[src/rtl/spike_event_logger_pkg.sv]
// Shared event-word definitions for the spike logger: source codes, word width, packing helper.
// Pure declarations; no latency or flow-control behaviour.
package snn_pkg;

    localparam int EV_WIDTH = 8;
    localparam int EV_TS_WIDTH = EV_WIDTH - 2;

    localparam logic [1:0] SRC_WRAP = 2'b00;
    localparam logic [1:0] SRC_PRE  = 2'b01;
    localparam logic [1:0] SRC_POST = 2'b10;
    localparam logic [1:0] SRC_BOTH = 2'b11;

    function automatic logic [EV_WIDTH-1:0] ev_word(input logic [1:0] src,
                                                    input logic [EV_TS_WIDTH-1:0] ts);
        return {src, ts};
    endfunction

endpackage

[src/rtl/spike_event_logger_if.sv]
// Event drain stream: valid/ready handshake carrying one {src, ts} word per transfer.
// The logger drives master; the host-side consumer uses slave.
interface spike_event_logger_if;
    import snn_pkg::*;

    logic                ev_valid;
    logic                ev_ready;
    logic [EV_WIDTH-1:0] ev_data;

    modport master (output ev_valid, output ev_data, input ev_ready);
    modport slave  (input ev_valid, input ev_data, output ev_ready);

endinterface

[src/rtl/spike_evt_fifo.sv]
// Synchronous FIFO; head is read straight from registered storage, so a push is visible one cycle later.
// A push into a full FIFO is taken only when a pop frees a slot on the same edge.
module spike_evt_fifo #(
    parameter int WIDTH = 8,
    parameter int DEPTH = 4
) (
    input  logic             clk,
    input  logic             rst,
    input  logic             push,
    input  logic [WIDTH-1:0] push_data,
    input  logic             pop,
    output logic [WIDTH-1:0] head,
    output logic             empty,
    output logic             full
);
    localparam int AW = $clog2(DEPTH);

    logic [AW:0]      wr_ptr_q, wr_ptr_d;
    logic [AW:0]      rd_ptr_q, rd_ptr_d;
    logic [WIDTH-1:0] mem_q [DEPTH];
    logic [WIDTH-1:0] mem_d [DEPTH];
    logic             push_ok;
    logic             pop_ok;

    always_comb begin
        empty    = (wr_ptr_q == rd_ptr_q);
        // Same slot index, opposite lap bit: writer is a full lap ahead.
        full     = (wr_ptr_q[AW] != rd_ptr_q[AW]) &&
                   (wr_ptr_q[AW-1:0] == rd_ptr_q[AW-1:0]);
        pop_ok   = pop && !empty;
        push_ok  = push && (!full || pop_ok);
        head     = mem_q[rd_ptr_q[AW-1:0]];

        mem_d    = mem_q;
        wr_ptr_d = wr_ptr_q;
        rd_ptr_d = rd_ptr_q;
        if (push_ok) begin
            mem_d[wr_ptr_q[AW-1:0]] = push_data;
            wr_ptr_d = wr_ptr_q + (AW+1)'(1);
        end
        if (pop_ok) begin
            rd_ptr_d = rd_ptr_q + (AW+1)'(1);
        end
    end

    always_ff @(posedge clk) begin
        if (rst) begin
            wr_ptr_q <= '0;
            rd_ptr_q <= '0;
            for (int i = 0; i < DEPTH; i++) begin
                mem_q[i] <= '0;
            end
        end else begin
            wr_ptr_q <= wr_ptr_d;
            rd_ptr_q <= rd_ptr_d;
            mem_q    <= mem_d;
        end
    end

endmodule

[src/rtl/spike_event_logger.sv]
// Timestamps pre/post spike pulses into {src, ts} words; an event is visible on ev one cycle after capture.
// Stalled consumers fill the FIFO; further events are dropped and counted (sticky overflow, saturating drop_cnt).
module spike_event_logger
    import snn_pkg::*;
#(
    parameter int TS_WIDTH   = 6,
    parameter int FIFO_DEPTH = 4,
    parameter int PRESCALE   = 1
) (
    input  logic                  clk,
    input  logic                  rst,
    input  logic                  en,
    input  logic                  clear,
    input  logic                  spike_pre,
    input  logic                  spike_post,
    spike_event_logger_if.master  ev,
    output logic                  overflow,
    output logic [3:0]            drop_cnt
);
    localparam logic [7:0]          PS_LAST = 8'(PRESCALE - 1);
    localparam logic [TS_WIDTH-1:0] TS_MAX  = '1;

    logic [7:0]          ps_cnt_q, ps_cnt_d;
    logic [TS_WIDTH-1:0] ts_q, ts_d;
    logic                wrap_pend_q, wrap_pend_d;
    logic                overflow_q, overflow_d;
    logic [3:0]          drop_cnt_q, drop_cnt_d;

    logic                flush;
    logic                tick;
    logic                push;
    logic                pop;
    logic                drop;
    logic [1:0]          src;
    logic [EV_WIDTH-1:0] push_word;
    logic [EV_WIDTH-1:0] fifo_head;
    logic                fifo_empty;
    logic                fifo_full;

    always_comb begin
        flush     = rst || clear;
        tick      = en && (ps_cnt_q == PS_LAST);
        // Bit 0 = pre, bit 1 = post; no spike leaves SRC_WRAP, which is what a marker carries.
        src       = {spike_post, spike_pre};
        // wrap_pend_q is only ever set while ts is (about to be) zero, so no ts compare is needed.
        push      = en && (spike_pre || spike_post || wrap_pend_q);
        push_word = ev_word(src, ts_q);
        pop       = !fifo_empty && ev.ev_ready;
        drop      = push && fifo_full && !pop;

        ps_cnt_d = ps_cnt_q;
        if (en) begin
            ps_cnt_d = tick ? 8'd0 : ps_cnt_q + 8'd1;
        end
        ts_d = tick ? ts_q + TS_WIDTH'(1) : ts_q;

        wrap_pend_d = wrap_pend_q;
        if (push || tick) begin
            wrap_pend_d = 1'b0;
        end
        if (tick && (ts_q == TS_MAX)) begin
            wrap_pend_d = 1'b1;
        end

        overflow_d = overflow_q || drop;
        drop_cnt_d = drop_cnt_q;
        if (drop && (drop_cnt_q != 4'hF)) begin
            drop_cnt_d = drop_cnt_q + 4'd1;
        end
    end

    always_ff @(posedge clk) begin
        if (flush) begin
            ps_cnt_q    <= '0;
            ts_q        <= '0;
            wrap_pend_q <= 1'b0;
            overflow_q  <= 1'b0;
            drop_cnt_q  <= '0;
        end else begin
            ps_cnt_q    <= ps_cnt_d;
            ts_q        <= ts_d;
            wrap_pend_q <= wrap_pend_d;
            overflow_q  <= overflow_d;
            drop_cnt_q  <= drop_cnt_d;
        end
    end

    spike_evt_fifo #(
        .WIDTH (EV_WIDTH),
        .DEPTH (FIFO_DEPTH)
    ) u_fifo (
        .clk       (clk),
        .rst       (flush),
        .push      (push),
        .push_data (push_word),
        .pop       (pop),
        .head      (fifo_head),
        .empty     (fifo_empty),
        .full      (fifo_full)
    );

    assign ev.ev_valid = !fifo_empty;
    assign ev.ev_data  = fifo_head;
    assign overflow    = overflow_q;
    assign drop_cnt    = drop_cnt_q;

endmodule

[src/flat_wrapper.sv]
// flat-port wrapper written by rule: the top's interface ports become plain ports
module spike_event_logger_flat import snn_pkg::*;
#(
    parameter int TS_WIDTH   = 6,
    parameter int FIFO_DEPTH = 4,
    parameter int PRESCALE   = 1
)
  (clk, rst, en, clear, spike_pre, spike_post, overflow, drop_cnt, ev_ev_valid, ev_ev_data, ev_ev_ready);
  spike_event_logger_if ev_i ();
  input  logic clk;
  input  logic rst;
  input  logic en;
  input  logic clear;
  input  logic spike_pre;
  input  logic spike_post;
  output logic overflow;
  output logic [3:0] drop_cnt;
  output wire logic [$bits(ev_i.ev_valid)-1:0] ev_ev_valid;
  output wire logic [$bits(ev_i.ev_data)-1:0] ev_ev_data;
  input wire logic [$bits(ev_i.ev_ready)-1:0] ev_ev_ready;
  assign ev_ev_valid = ev_i.ev_valid;
  assign ev_ev_data = ev_i.ev_data;
  assign ev_i.ev_ready = ev_ev_ready;
  spike_event_logger #(.TS_WIDTH(TS_WIDTH), .FIFO_DEPTH(FIFO_DEPTH), .PRESCALE(PRESCALE)) u_core (.clk(clk), .rst(rst), .en(en), .clear(clear), .spike_pre(spike_pre), .spike_post(spike_post), .ev(ev_i), .overflow(overflow), .drop_cnt(drop_cnt));
endmodule
[config.mk]
export PLATFORM = sky130hd
export DESIGN_NAME = spike_event_logger_flat
export DESIGN_NICKNAME = d
export VERILOG_FILES = /design/src/rtl/spike_event_logger_pkg.sv /design/src/rtl/spike_event_logger_if.sv /design/src/rtl/spike_evt_fifo.sv /design/src/rtl/spike_event_logger.sv /design/src/flat_wrapper.sv
export SDC_FILE = /design/constraint.sdc
export NUM_CORES = 1
export LEC_CHECK = 0
export ABC_AREA = 0
export CORE_MARGIN = 4
export CORE_UTILIZATION = 40
export CTS_CLUSTER_DIAMETER = 60
export DETAILED_ROUTE_END_ITERATION = 7
export HOLD_SLACK_MARGIN = 0.12
export MAX_ROUTING_LAYER = met4
export SKIP_LAST_GASP = 1
export SYNTH_ARGS = -nofsm -noshare
export SYNTH_HDL_FRONTEND = slang
export SYNTH_HIERARCHICAL = 1
export SYNTH_SLANG_ARGS = --single-unit
[constraint.sdc]
create_clock -name clk -period 2.6 [get_ports clk]
set_input_delay 0.65 -clock clk [delete_from_list [all_inputs] [get_ports clk]]
set_output_delay 0.65 -clock clk [all_outputs]
set_load 0.01 [all_outputs]
[Yosys cells after proc, flatten, opt, wreduce, memory -nomap -nowiden]
Index checks and enable logic that the tools add are counted.
Widths: inputs -> output; s select.
Storage, ports and cells
  bits in writable memories: 0
  bits in read-only memories: 0
  input bits: 7
  register bits after elaboration: 58
  output and inout port bits: 14
  memories: 0
  latch bits: 0
  word-level logic and storage cells: 57
Cells by class
  multipliers: 0
  add/sub/neg operators: 5
  mux-type cells: 9
  div/mod/pow operators: 0
  bitwise gates (word level): 2
  magnitude comparators: 3
  equality and inequality tests: 5
  shift operators: 0
  reduce and logical (&&, ||, !) cells: 22
Operator list (count)
  $bwmux 32: 1
  $mux 8: 4
  $bmux 8 s2: 1
  $demux 8 s2: 1
  $logic_and 1x1->1: 11
  $add 8x1->8 const B: 1
  $logic_not 8->1: 1
  $add 3x1->3 const B: 2
  $add 6x1->6 const B: 1
  $eq 6x6->1 const B: 1
  $ge 3x3->1 const B: 2
  $logic_or 1x1->1: 6
  $not 2->3: 2
  $add 4x1->4 const B: 1
  $ne 4x4->1 const B: 1
  $eq 3x3->1: 1
  $logic_not 1->1: 3
  $lt 3x1->1 const B: 1
  $eq 2x2->1: 1
  $mux 1: 2
  $reduce_bool 2->1: 1
  $ne 1x1->1: 1

[Longest topological paths before layout]
Gate-level depths: netlist of the first run.
  depth after elaboration: 6
  mapped depth: 10
  gate-level depth less buffers: 8

[By module]
Netlist of the first run, hierarchy kept.
Modules (own cells, without submodules)
  spike_evt_fifo: seq. area each 760.7 µm², area an instance 1896.8 µm², cells each 161, instances 1
  spike_event_logger: seq. area each 400.4 µm², area an instance 996.0 µm², cells each 114, instances 1

[Worst setup path after synthesis of the first run]
OpenSTA, ideal clock, no wires.
  path kind: register -> register
  start: register u_core.u_fifo.rd_ptr_q[1]
  end: register u_core/u_fifo/mem_q[10] (netlist bit)
  stages on the path, launching flop included: 11
  data required time: 2.528 ns
  arrival: 2.241 ns
  path slack: 0.287 ns
  library setup time: 0.072 ns
  period minus slack after synthesis: 2.313 ns
  path through: dfxtp_1 -> buf_4 -> xor2_4 -> or2_2 -> nor2_1 -> nand2b_1 -> inv_1 -> o41a_1 -> buf_6 -> nand2_8 -> mux2i_1
On the way
  longest elaborated chain between the ends: 6
  elaborated cells on any way between the ends: 9
  classes of those cells: eq/ne: 2; reduce/logical: 7
RTL lines
  start: declaration: RTL line spike_evt_fifo.sv:19  | logic [AW:0] rd_ptr_q, rd_ptr_d;
  start signal: assignment: RTL line spike_evt_fifo.sv:55  | rd_ptr_q <= rd_ptr_d;
  $eq 3x3->1: RTL line spike_evt_fifo.sv:26  | empty = (wr_ptr_q == rd_ptr_q);
  via u_core.fifo_empty: RTL line spike_event_logger.sv:37  | logic fifo_empty;
  $logic_not 1->1: RTL line spike_event_logger.sv:48  | pop = !fifo_empty && ev.ev_ready;
  $logic_and 1x1->1: RTL line spike_event_logger.sv:48
  via u_core.pop: RTL line spike_event_logger.sv:32  | logic pop;
  $logic_and 1x1->1: RTL line spike_evt_fifo.sv:30  | pop_ok = pop && !empty;
  $logic_or 1x1->1: RTL line spike_evt_fifo.sv:31  | push_ok = push && (!full || pop_ok);
  $logic_and 1x1->1: RTL line spike_evt_fifo.sv:31
  end signal: assignment: RTL line spike_evt_fifo.sv:56  | mem_q <= mem_d;
  end: declaration: RTL line spike_evt_fifo.sv:20  | logic [WIDTH-1:0] mem_q [DEPTH];
The timed path passes the listed nets, and every way through them passes these cells.
A chain may end at the register's enable or synchronous reset.

[Worst setup path after layout of the first run]
  start: register u_core.u_fifo.rd_ptr_q[0]
  end: output port ev_ev_data[3]
On the way
  longest elaborated chain between the ends: 4
RTL lines
  $not 2->3 (implied by the code): RTL line spike_evt_fifo.sv:32  | head = mem_q[rd_ptr_q[AW-1:0]];
  $bmux 8 s2: RTL line spike_evt_fifo.sv:32
  $mux 8 (implied by the code) (2 in a row): RTL line spike_evt_fifo.sv:32
  end: declaration: RTL line flat_wrapper.sv:19  | output wire logic [$bits(ev_i.ev_data)-1:0] ev_ev_data;
No other way between the ends. The select of a mux whose other input is x is not followed.

==> results of run 1 <==
layer usage:
metal | wire length (µm) | share of wire, %
met5 | 0 | 0
met3 | 258 | 4.8
met4 | 74 | 1.4
met2 | 2480 | 46
met1 | 2580 | 48
worst min-delay path by stage:
stage	start	slack, ns	endpoint
CTS	u_core/overflow	0.46	u_core/overflow
detailed placement	u_core/overflow	0.44	u_core/overflow
global placement	u_core/overflow	0.44	u_core/overflow
global route	u_core/overflow	0.48	u_core/overflow
finish	u_core/overflow	0.45	u_core/overflow
floorplan	u_core/u_fifo/mem_q[1]	0.45	u_core/u_fifo/mem_q[1]
cell usage after synthesis (2+ instances only):
cell	count
dfxtp_1	58
nand2b_1	36
mux2i_1	29
nor2_1	14
inv_1	11
o21ai_0	11
a21oi_1	10
ha_1	9
mux4_2	8
nand3b_1	8
nand2_1	7
or3_1	7
xor2_1	7
nand3_1	6
buf_6	5
clkbuf_1	5
nand4_1	5
a41o_1	3
nand2_8	3
o21ai_1	3
o31ai_1	3
buf_4	2
o211ai_1	2
or4_1	2
xnor2_1	2
logic make-up (layout without fill, tap and decap cells):
kind of cell	after synthesis	count (layout)	synth area share [%]
muxes	38	38	16.7
DFF	58	58	40.1
xor gates and xnor gates	11	11	4.24
adders and majority gates	9	9	3.89
AOI/OAI and AO/OA	38	38	9.13
buffers and inverters	24	57	4.71
and+or+nand+nor	97	97	21.2
flip-flops by register name, indices dropped and copies added (netlist names):
signal / flops
u_core/drop_cnt: 4
u_core/overflow: 1
u_core/ps_cnt_q: 8
u_core/ts_q: 6
u_core/u_fifo/mem_q: 32
u_core/u_fifo/rd_ptr_q: 3
u_core/u_fifo/wr_ptr_q: 3
u_core/wrap_pend_q: 1
worst max-delay path: stages, from the launching register on:
cell and delay (ns):
dfxtp_2 0.38, buf_8 0.16, mux4_2 0.50, clkdlybuf4s50_1 0.49
power by group:
part / switching [mW] / total [mW] / internal [mW]
sequential: 0.00481 / 0.898 / 0.893
clock: 0.333 / 0.721 / 0.387
combinational: 0.0558 / 0.109 / 0.0528
layout make-up:
cell class | instances | area [µm²] | share of cell area [%]
multi-input combinational | 193 | 1600 | 47.0
sequential | 58 | 1170 | 34.3
timing repair buffer | 31 | 305 | 8.98
clock buffer | 12 | 155 | 4.56
tap | 96 | 120 | 3.53
inverter | 11 | 41.3 | 1.21
clock inverter | 3 | 15.0 | 0.442
==> impl_results.md, run 1 <==
* Area delta synth->final at 17.6%
* Tcrit/Tclk final at 96.7%
* Initial Utilization at 41.9%
* Cts bufs inserted at 9
* Fin. Hold Viols at 0
* CTS Hold Buffers Added at 0
* Final WL at 5.40 mm
* Vias in the first global route at 2048
* First drt pass iteration count at 4
* Final min period at 2.51 ns
* Most common cell after layout, fill and taps aside: dfxtp_1
* First-pass GRT wire length at 9.65 mm
* VDD IR-drop max at 0.000337 V
* Final Util at 49.2%
* Clock sinks at 58
* Required time of the critical path at 1.95 ns
* Syn Nets at 291
* Die ar. at 0.00866 mm²
* Via Count at 2037
* Die W at 93.0 µm
* HP Class: reg2reg
* Placed Area at 0.00321 mm²
* Dominant cells by area after synthesis: dfxtp_1 (40%), mux2i_1 (10%), nand2b_1 (7.8%)
* Non-Filler Instances at 404
* End point of the critical path: ev_ev_data[3]
* Largest net degree at the start of global routing at 53
* Post-layout worst setup margin at 0.0861 ns
* Root Driver: clkbuf_8
* Met1 GRT Util at 17.6%
* Cells after DPL at 389
* Die Span Y at 93.0 µm
* Post-Syn Area at 0.00289 mm²
* Status: finished, final reports clean
* DRC at 0
* H-Tree Depth at 3
* Cell taking the most area after synthesis: dfxtp_1
* Setup bufs post-CTS at 0
* Reg2Reg Capture Point: u_core/u_fifo/mem_q[15]
* Global Route Usage Sum at 14.7%
* Share of cells above drive strength 1 at 15.3%
* CP Max Fanout at 7
* #FFs+latches synth at 58
* Yosys warning count at 6
* Antenna Cells at 0
* Top Usage Layer GRT: met2
* Max-cap violations at 0
* GRT met2 Usage at 22.4%
* PwrDens at 508 mW/mm²
* Initial antenna violation count at 0
* Syn avg cell area at 10.5 µm²
* Hold_ws at 0.453 ns
* Max Slew Vio Count at 0
* Max clock buf depth at 2
* RSZ-0062 raised after global routing: false
* Crit path from: u_core/u_fifo/rd_ptr_q[0]
* Post-route cell area at 0.00340 mm²
* Post-CTS Resized at 2
* GP Congestion at 0.774
* Seq/Total Area, Yosys at 40.1%
* GRT met3 Usage at 5.63%
* R2R setup slack at 0.26 ns
* Setup Skew at 0.00733 ns
* Initial DRC Count at 93
* Vias/cell at 5.04
* HPWL after DPL at 3.68 mm
* Post-synth top area share at 40.1%
* Critical path class: reg2out
* ANT nets after route at 0
* Core Rows at 30
* Data arrival time of the worst path at 1.86 ns
* Post-synth ARST share at 0%
* Leak at 1.36 nW
* Distinct cells, synth at 44
* Boundary Pins at 21
* Crit. End Element: output port
* Fill count at 670
* Worst slew pin tran at 0.447 ns
* Setup_tns at 0 ns
* Gate Count Post-Synth at 275
* Post-synth EDFFs at 0
* Final Net Count at 320
* Rel. slew slack at 69.8%
* Setup crit start kind: register
* Final global-route overflow total at 0
* CTS clock-pin slew for the worst setup and hold paths at 0.06 ns
* Main synth FF type: dfxtp_1
* DR WL/cell at 13.4 µm
* Most frequent cells in the layout: dfxtp_1 (54), nand2b_1 (35), mux2i_1 (29)
* Tot Pwr at 1.73 mW
* Hold Path Stages at 2
* Worst reg-to-reg path cell count at 9
* Later-pin clock latency in the skew report at 0.33 ns
* CTS tree: built
* F_max at 398 MHz
* Place WS at 0.0605 ns
* Crit Reg-Reg Startpoint: u_core/u_fifo/rd_ptr_q[1]
* Setup violations, final at 0
* Input/output buffers at 20
* Core outline area at 0.00691 mm²
Note: power is estimated with default switching activity, not from simulation.
==> run 2: changes to the inputs <==
--- a/config.mk
+++ b/config.mk
@@ -7,9 +7,10 @@
 export LEC_CHECK = 0
 export ABC_AREA = 0
 export CORE_MARGIN = 4
-export CORE_UTILIZATION = 40
+export CORE_UTILIZATION = 25
 export CTS_CLUSTER_DIAMETER = 60
 export DETAILED_ROUTE_END_ITERATION = 7
+export GPL_TIMING_DRIVEN = 0
 export HOLD_SLACK_MARGIN = 0.12
 export MAX_ROUTING_LAYER = met4
 export SKIP_LAST_GASP = 1
@@ -17,3 +18,4 @@
 export SYNTH_HDL_FRONTEND = slang
 export SYNTH_HIERARCHICAL = 1
 export SYNTH_SLANG_ARGS = --single-unit
+export TNS_END_PERCENT = 1
==> run 2 against run 1 <==
Combinational power is essentially flat. Via count grew 4.5%. Final area grew 7.5%. Non-clock buffer count grew 4. Worst setup slack lost 0.018 ns. Utilization shrank 17 points. Critical path depth is the same. Sequential cell count is the same. Clock skew grew 0.00050 ns. Critical path type unchanged. Critical endpoint is now ev_ev_data[5]. Largest cell class unchanged.
==> impl_results.md, run 2 (same netlist as run 1, synthesis figures left out) <==
* Most frequent cells in the layout: dfxtp_1 (58), nand2b_1 (35), mux2i_1 (29)
* DRC at 0 (unchanged)
* Max reg flops at 32 (unchanged)
* Die Span Y at 116 µm (+24%)
* Setup violations, final at 0 (unchanged)
* Clock sinks at 58 (unchanged)
* First-pass GRT wire length at 10.2 mm (+5.3%)
* Max-cap violations at 0 (unchanged)
* Final Net Count at 324 (+1.3%)
* Worst slew pin tran at 0.502 ns (+0.0548 ns)
* Vias/cell at 4.67 (-7.4%)
* Share of cells above drive strength 1 at 14.4% (-0.88 points)
* F_max at 395 MHz (-0.73%)
* Fin. Hold Viols at 0 (unchanged)
* CTS Hold Buffers Added at 0 (unchanged)
* Core outline area at 0.0114 mm² (+65%)
* Vias in the first global route at 2080 (+1.6%)
* Initial DRC Count at 49 (-47%)
* Global Route Usage Sum at 10.1% (-4.6 points)
* HP Class: reg2reg
* CTS tree: built
* CP Max Fanout at 10 (+3)
* Final Util at 32.2% (-17 points)
* Final global-route overflow total at 0 (unchanged)
* VDD IR-drop max at 0.000377 V (+12%)
* First drt pass iteration count at 4 (unchanged)
* GP Congestion at 0.758 (-2.0%)
* Tcrit/Tclk final at 97.4% (+0.71 points)
* ANT nets after route at 0 (unchanged)
* Cts bufs inserted at 9 (unchanged)
* Die W at 116 µm (+24%)
* Largest net degree at the start of global routing at 13 (-75%)
* CTS clock-pin slew for the worst setup and hold paths at 0.05 ns (about the same)
* Boundary Pins at 21 (unchanged)
* Required time of the critical path at 1.95 ns (about the same)
* Area delta synth->final at 26.4%
* Setup Skew at 0.00783 ns (+0.000504 ns)
* Input/output buffers at 20 (unchanged)
* Initial Utilization at 25.4% (-16 points)
* Rel. slew slack at 66.5% (-3.3 points)
* Most common cell after layout, fill and taps aside: dfxtp_1
* Setup crit start kind: register
* Critical path class: reg2out
* Data arrival time of the worst path at 1.88 ns (+0.02 ns)
* Final min period at 2.53 ns (+0.0184 ns)
* Worst reg-to-reg path cell count at 10 (+1)
* Reg2Reg Capture Point: u_core/u_fifo/mem_q[12]
* Antenna Cells at 0 (unchanged)
* Max clock buf depth at 2 (unchanged)
* Biggest regs: u_core/u_fifo/mem_q: 32 flops, u_core/ps_cnt_q: 8 flops, u_core/ts_q: 6 flops
* End point of the critical path: ev_ev_data[5]
* PwrDens at 652 mW/mm² (+28%)
* Status: finished, final reports clean
* Non-Filler Instances at 456 (+13%)
* Via Count at 2128 (+4.5%)
* DR WL/cell at 13.6 µm (+1.5%)
* Later-pin clock latency in the skew report at 0.32 ns (about the same)
* H-Tree Depth at 3 (unchanged)
* Initial antenna violation count at 0 (unchanged)
* Root Driver: clkbuf_16
* Core Rows at 39 (+30%)
* Final WL at 6.19 mm (+15%)
* Die ar. at 0.0134 mm² (+54%)
* Reg with most FFs: u_core/u_fifo/mem_q
* Crit path from: u_core/u_fifo/rd_ptr_q[0]
* Leak at 1.45 nW (+6.5%)
* Crit Reg-Reg Startpoint: u_core/u_fifo/rd_ptr_q[1]
* Max Slew Vio Count at 0 (unchanged)
* Cells after DPL at 438 (+13%)
* R2R setup slack at 0.13 ns (-0.13 ns)
* Crit. End Element: output port
* HPWL after DPL at 4.39 mm (+19%)
* RSZ-0062 raised after global routing: true
-- run 2: cell types whose count changed in the layout (fill, tap and decap cells not counted), moves of 2 or more --
cell,previous run,this run
clkbuf_8,11,0
clkinv_4,0,2
clkinv_2,3,0
clkbuf_1,1,5
bufinv_16,0,3
clkbuf_16,0,9
buf_4,9,4
dfxtp_2,4,0
buf_6,0,4
dfxtp_1,54,58
inv_6,0,2
-- run 2: report_power, final --
part	internal, mW	switching, mW
combinational	0.0514	0.0603
sequential	0.893	0.00516
clock	0.945	0.429
-- run 2: repair_timing --
item                       in CTS  in global routing
hold endpoints to repair        0                  0
setup endpoints to repair      10                 42
pin swaps                       1                  1
resized for setup               1                  6
setup buffers                   0                  2
gates cloned                    0                  0
-- run 2: area by class of cell --
class	count	area (µm²)
buffer	13	104
clock buffer	9	225
clock inverter	7	125
fill	1147	7710
inverter	11	41.3
multi-input combinational	193	1610
sequential	58	1160
tap	143	179
timing repair buffer	22	216
-- run 2: through the flow --
step | area (µm²) | hold WS [ns] | setup slack [ns] | power, mW | TNS (ns)
after floorplan | 2890 | 0.449 | 0.287 | 0.993 | 0
after global placement | 3270 | 0.443 | -0.261 | 1.03 | -5.95
after detailed placement | 3270 | 0.451 | -0.310 | 1.03 | -7.57
after CTS | 3620 | 0.458 | -0.0453 | 2.41 | -0.291
after global routing | 3660 | 0.469 | -0.00791 | 2.48 | -0.0201
final | 3660 | 0.451 | 0.0677 | 2.38 | 0
-- run 2: critical path, stage by stage (launching register included) --
cell             delay [ns]
dfxtp_1                0.37
buf_12                 0.17
mux4_2                 0.52
clkdlybuf4s50_1        0.49
-- run 2: how the worst min path moves through the flow --
| stage | depth (start not counted) | end | startpoint |
|---|---|---|---|
| floorplan | 2 | u_core/u_fifo/mem_q[1] | u_core/u_fifo/mem_q[1] |
| global route | 2 | u_core/overflow | u_core/overflow |
| CTS | 2 | u_core/overflow | u_core/overflow |
| global placement | 2 | u_core/overflow | u_core/overflow |
| finish | 2 | u_core/overflow | u_core/overflow |
| detailed placement | 2 | u_core/overflow | u_core/overflow |
-- run 2: metal layers --
layer | vias up | track usage (%) | wire length [µm]
met1 | 1044 | 11.9 | 2890
met5 | - | - | 0
met3 | 2 | 3.81 | 240
li1 | 1052 | - | -
met4 | 0 | 2.58 | 34
met2 | 30 | 16.3 | 3020
==> run 3: changes to the inputs <==
--- a/config.mk
+++ b/config.mk
@@ -6,8 +6,7 @@
 export NUM_CORES = 1
 export LEC_CHECK = 0
 export ABC_AREA = 0
-export CORE_MARGIN = 4
-export CORE_UTILIZATION = 25
+export CORE_UTILIZATION = 40
 export CTS_CLUSTER_DIAMETER = 60
 export DETAILED_ROUTE_END_ITERATION = 7
 export GPL_TIMING_DRIVEN = 0
@@ -16,6 +15,5 @@
 export SKIP_LAST_GASP = 1
 export SYNTH_ARGS = -nofsm -noshare
 export SYNTH_HDL_FRONTEND = slang
-export SYNTH_HIERARCHICAL = 1
 export SYNTH_SLANG_ARGS = --single-unit
 export TNS_END_PERCENT = 1
==> run 3 against run 2 <==
Area after synthesis fell by 7.9%. Combinational power fell by 17%. Register-to-register slack improved by 0.19 ns. Critical path depth did not move. Sequential power barely moved. Sequential cell count did not move.
==> impl_results.md, run 3 <==
* Max clock buf depth at 2 (unchanged)
* Core Rows at 29 (-26%)
* Most frequent cells in the layout: dfxtp_1 (58), nand2_1 (55), mux2i_1 (35)
* Vias/cell at 5.23 (+12%)
* Max reg flops at 32 (unchanged)
* Simple-Gate Fraction of Synth Area at 19.1% (-2.2 points)
* Post-synth ARST share at 0% (unchanged)
* Cell taking the most area after synthesis: dfxtp_1
* Global Route Usage Sum at 18.7% (+8.6 points)
* Setup Skew at 0.00877 ns (+0.000936 ns)
* Post-synth top area share at 43.6% (+3.5 points)
* Initial DRC Count at 68 (+39%)
* Post-synth EDFFs at 0 (unchanged)
* Max Slew Vio Count at 0 (unchanged)
* Post-route cell area at 0.00319 mm² (-13%)
* Worst slew pin tran at 0.825 ns (+0.323 ns)
* First drt pass iteration count at 4 (unchanged)
* Cts bufs inserted at 9 (unchanged)
* Core outline area at 0.00639 mm² (-44%)
* PwrDens at 622 mW/mm² (-4.7%)
* Synth Area in Adders at 4.23% (+0.33 points)
* Initial Utilization at 41.7% (+16 points)
* Largest net degree at the start of global routing at 11 (-2)
* ANT nets after route at 0 (unchanged)
* Mux contribution to synthesized area at 19.9% (+3.3 points)
* CP Max Fanout at 10 (unchanged)
* Setup bufs post-CTS at 0 (unchanged)
* Max-cap violations at 0 (unchanged)
* Non-Filler Instances at 383 (-16%)
* RSZ-0062 raised after global routing: true
* Via Count at 2004 (-5.8%)
* Initial antenna violation count at 0 (unchanged)
* First-pass GRT wire length at 9.85 mm (-3.1%)
* Setup_tns at 0 ns (unchanged)
* Placed Area at 0.00295 mm² (-9.8%)
* Boundary Pins at 21 (unchanged)
* VDD IR-drop max at 0.000408 V (+8.4%)
* Seq/Total Area, Yosys at 43.6% (+3.5 points)
* Critical path class: reg2out
* Post-Syn Area at 0.00266 mm² (-7.9%)
* Die Span Y at 83.6 µm (-28%)
* Dominant cells by area after synthesis: dfxtp_1 (44%), mux2i_1 (13%), nand2_1 (7.8%)
* Most common cell after layout, fill and taps aside: dfxtp_1
* Required time of the critical path at 1.95 ns (about the same)
* Area delta synth->final at 19.7%
* DRC at 0 (unchanged)
* Largest family of logic cells by synthesized area: multiplexers
* Fin. Hold Viols at 0 (unchanged)
* Final min period at 2.54 ns (+0.00979 ns)
* Reg with most FFs: u_core.u_fifo.mem_q
* CTS clock-pin slew for the worst setup and hold paths at 0.07 ns (+0.02 ns)
* Final WL at 5.86 mm (-5.4%)
* Distinct cells, synth at 36 (-18%)
* Later-pin clock latency in the skew report at 0.33 ns (about the same)
* HP Class: reg2reg
* Leak at 1.27 nW (-12%)
* Data arrival time of the worst path at 1.89 ns (about the same)
* Gate Count Post-Synth at 271 (-1.5%)
* Cells after DPL at 367 (-16%)
* Xor-xnor portion of the synthesized cell area at 5.21% (+0.97 points)
* Syn avg cell area at 9.83 µm² (-6.6%)
* Setup crit start kind: register
* #FFs+latches synth at 58 (unchanged)
* HPWL after DPL at 4.03 mm (-8.2%)
* Crit. End Element: output port
* H-Tree Depth at 3 (unchanged)
* CTS tree: built
* GP Congestion at 0.771 (+1.6%)
* DR WL/cell at 15.3 µm (+13%)
* F_max at 393 MHz (-0.39%)
* Rel. slew slack at 44.2% (-22 points)
* Syn Nets at 287 (-1.4%)
* Commonest cells post-synth: dfxtp_1 (58), nand2_1 (55), mux2i_1 (35)
* Yosys warning count at 0 (-6)
* Tcrit/Tclk final at 97.8% (+0.38 points)
* Fill count at 608 (-47%)
* Clock sinks at 58 (unchanged)
* Compound-Gate Fraction of Synth Area at 4.56% (-4.6 points)
* Die W at 83.6 µm (-28%)
* Input/output buffers at 19 (-5.0%)
* Biggest regs: u_core.u_fifo.mem_q: 32 flops, u_core.ps_cnt_q: 8 flops, u_core.ts_q: 6 flops
* Final Net Count at 317 (-2.2%)
* Status: finished, final reports clean
* Share of cells above drive strength 1 at 10.8% (-3.6 points)
* Antenna Cells at 0 (unchanged)
* Vias in the first global route at 1996 (-4.0%)
* Setup violations, final at 0 (unchanged)
* Root Driver: clkbuf_8
* Die ar. at 0.00699 mm² (-48%)
* Most numerous cell in the Yosys netlist: dfxtp_1
* Main synth FF type: dfxtp_1
* Final global-route overflow total at 0 (unchanged)
[run 3: changes by cell type in the layout (fill, tap and decap cells not counted), sizes merged, moves of 5 or more]
cell | previous run | this run
nand2 | 10 | 55
nand2b | 36 | 0
o21ai | 14 | 5
inv | 13 | 5
nand3b | 8 | 0
mux2i | 29 | 35
a21oi | 10 | 5
[run 3: cells by family (layout without fill, tap and decap cells)]
logic type | Yosys count | after routing
xor+xnor | 15 | 15
flops | 58 | 58
fa+ha+maj | 9 | 9
compound gates | 19 | 19
simple gates | 108 | 108
mux | 43 | 43
buf+inv | 19 | 54
[run 3: per-layer routing]
| metal | GRT usage, % | vias to the layer above | wire [µm] |
|---|---|---|---|
| met5 | - | - | 0 |
| met4 | 8.94 | 0 | 82 |
| li1 | - | 1004 | - |
| met1 | 24.3 | 965 | 2910 |
| met3 | 3.56 | 8 | 154 |
| met2 | 28.3 | 27 | 2710 |
[run 3: cell type report]
class / instances / area, µm² / area share (%)
clock inverter: 6 / 105 / 3.30
tap: 77 / 96.3 / 3.02
multi-input combinational: 194 / 1410 / 44.3
buffer: 14 / 76.3 / 2.39
clock buffer: 10 / 128 / 4.00
sequential: 58 / 1160 / 36.4
timing repair buffer: 19 / 193 / 6.04
inverter: 5 / 18.8 / 0.588
[run 3: worst paths after layout]
path | start | endpoint | slack (ns) | cells after the start
worst max register to register | u_core.ps_cnt_q[1] | u_core.ts_q[4] | 0.32 | 6
worst min register to register | u_core.u_fifo.mem_q[5] | u_core.u_fifo.mem_q[5] | 0.46 | 2
worst min-delay path | u_core.u_fifo.mem_q[5] | u_core.u_fifo.mem_q[5] | 0.46 | 2
worst max-delay path | u_core.u_fifo.rd_ptr_q[0] | ev_ev_data[5] | 0.06 | 3
[run 3: worst max-delay path: stages (launching register included)]
cell	delay, ns
dfxtp_1	0.37
buf_8	0.18
mux4_2	0.50
clkdlybuf4s50_1	0.51
[run 3: what timing repair did]
action	in CTS	in global routing
hold buffers	0	0
endpoints found under the setup margin	0	6
endpoints found under the hold margin	0	0
resized for setup	0	2
[run 3: where the power goes]
group          switching [mW]  leakage [nW]  internal, mW
combinational          0.0582         0.687        0.0348
sequential            0.00510         0.468         0.893
clock                   0.359         0.120         0.632
total                   0.422          1.27          1.56
[run 3: per-stage QoR]
step / util [%] / setup WS [ns] / power [mW] / hold WS (ns)
floorplan: - / 0.466 / 0.975 / 0.432
detailed placement: 46.2 / 0.0114 / 1.01 / 0.451
finish: 49.9 / 0.0579 / 1.98 / 0.458
CTS: 49.8 / 0.0275 / 1.99 / 0.460
global placement: 46.2 / 0.0183 / 1.01 / 0.444
global route: 49.9 / -0.0257 / 2.06 / 0.472
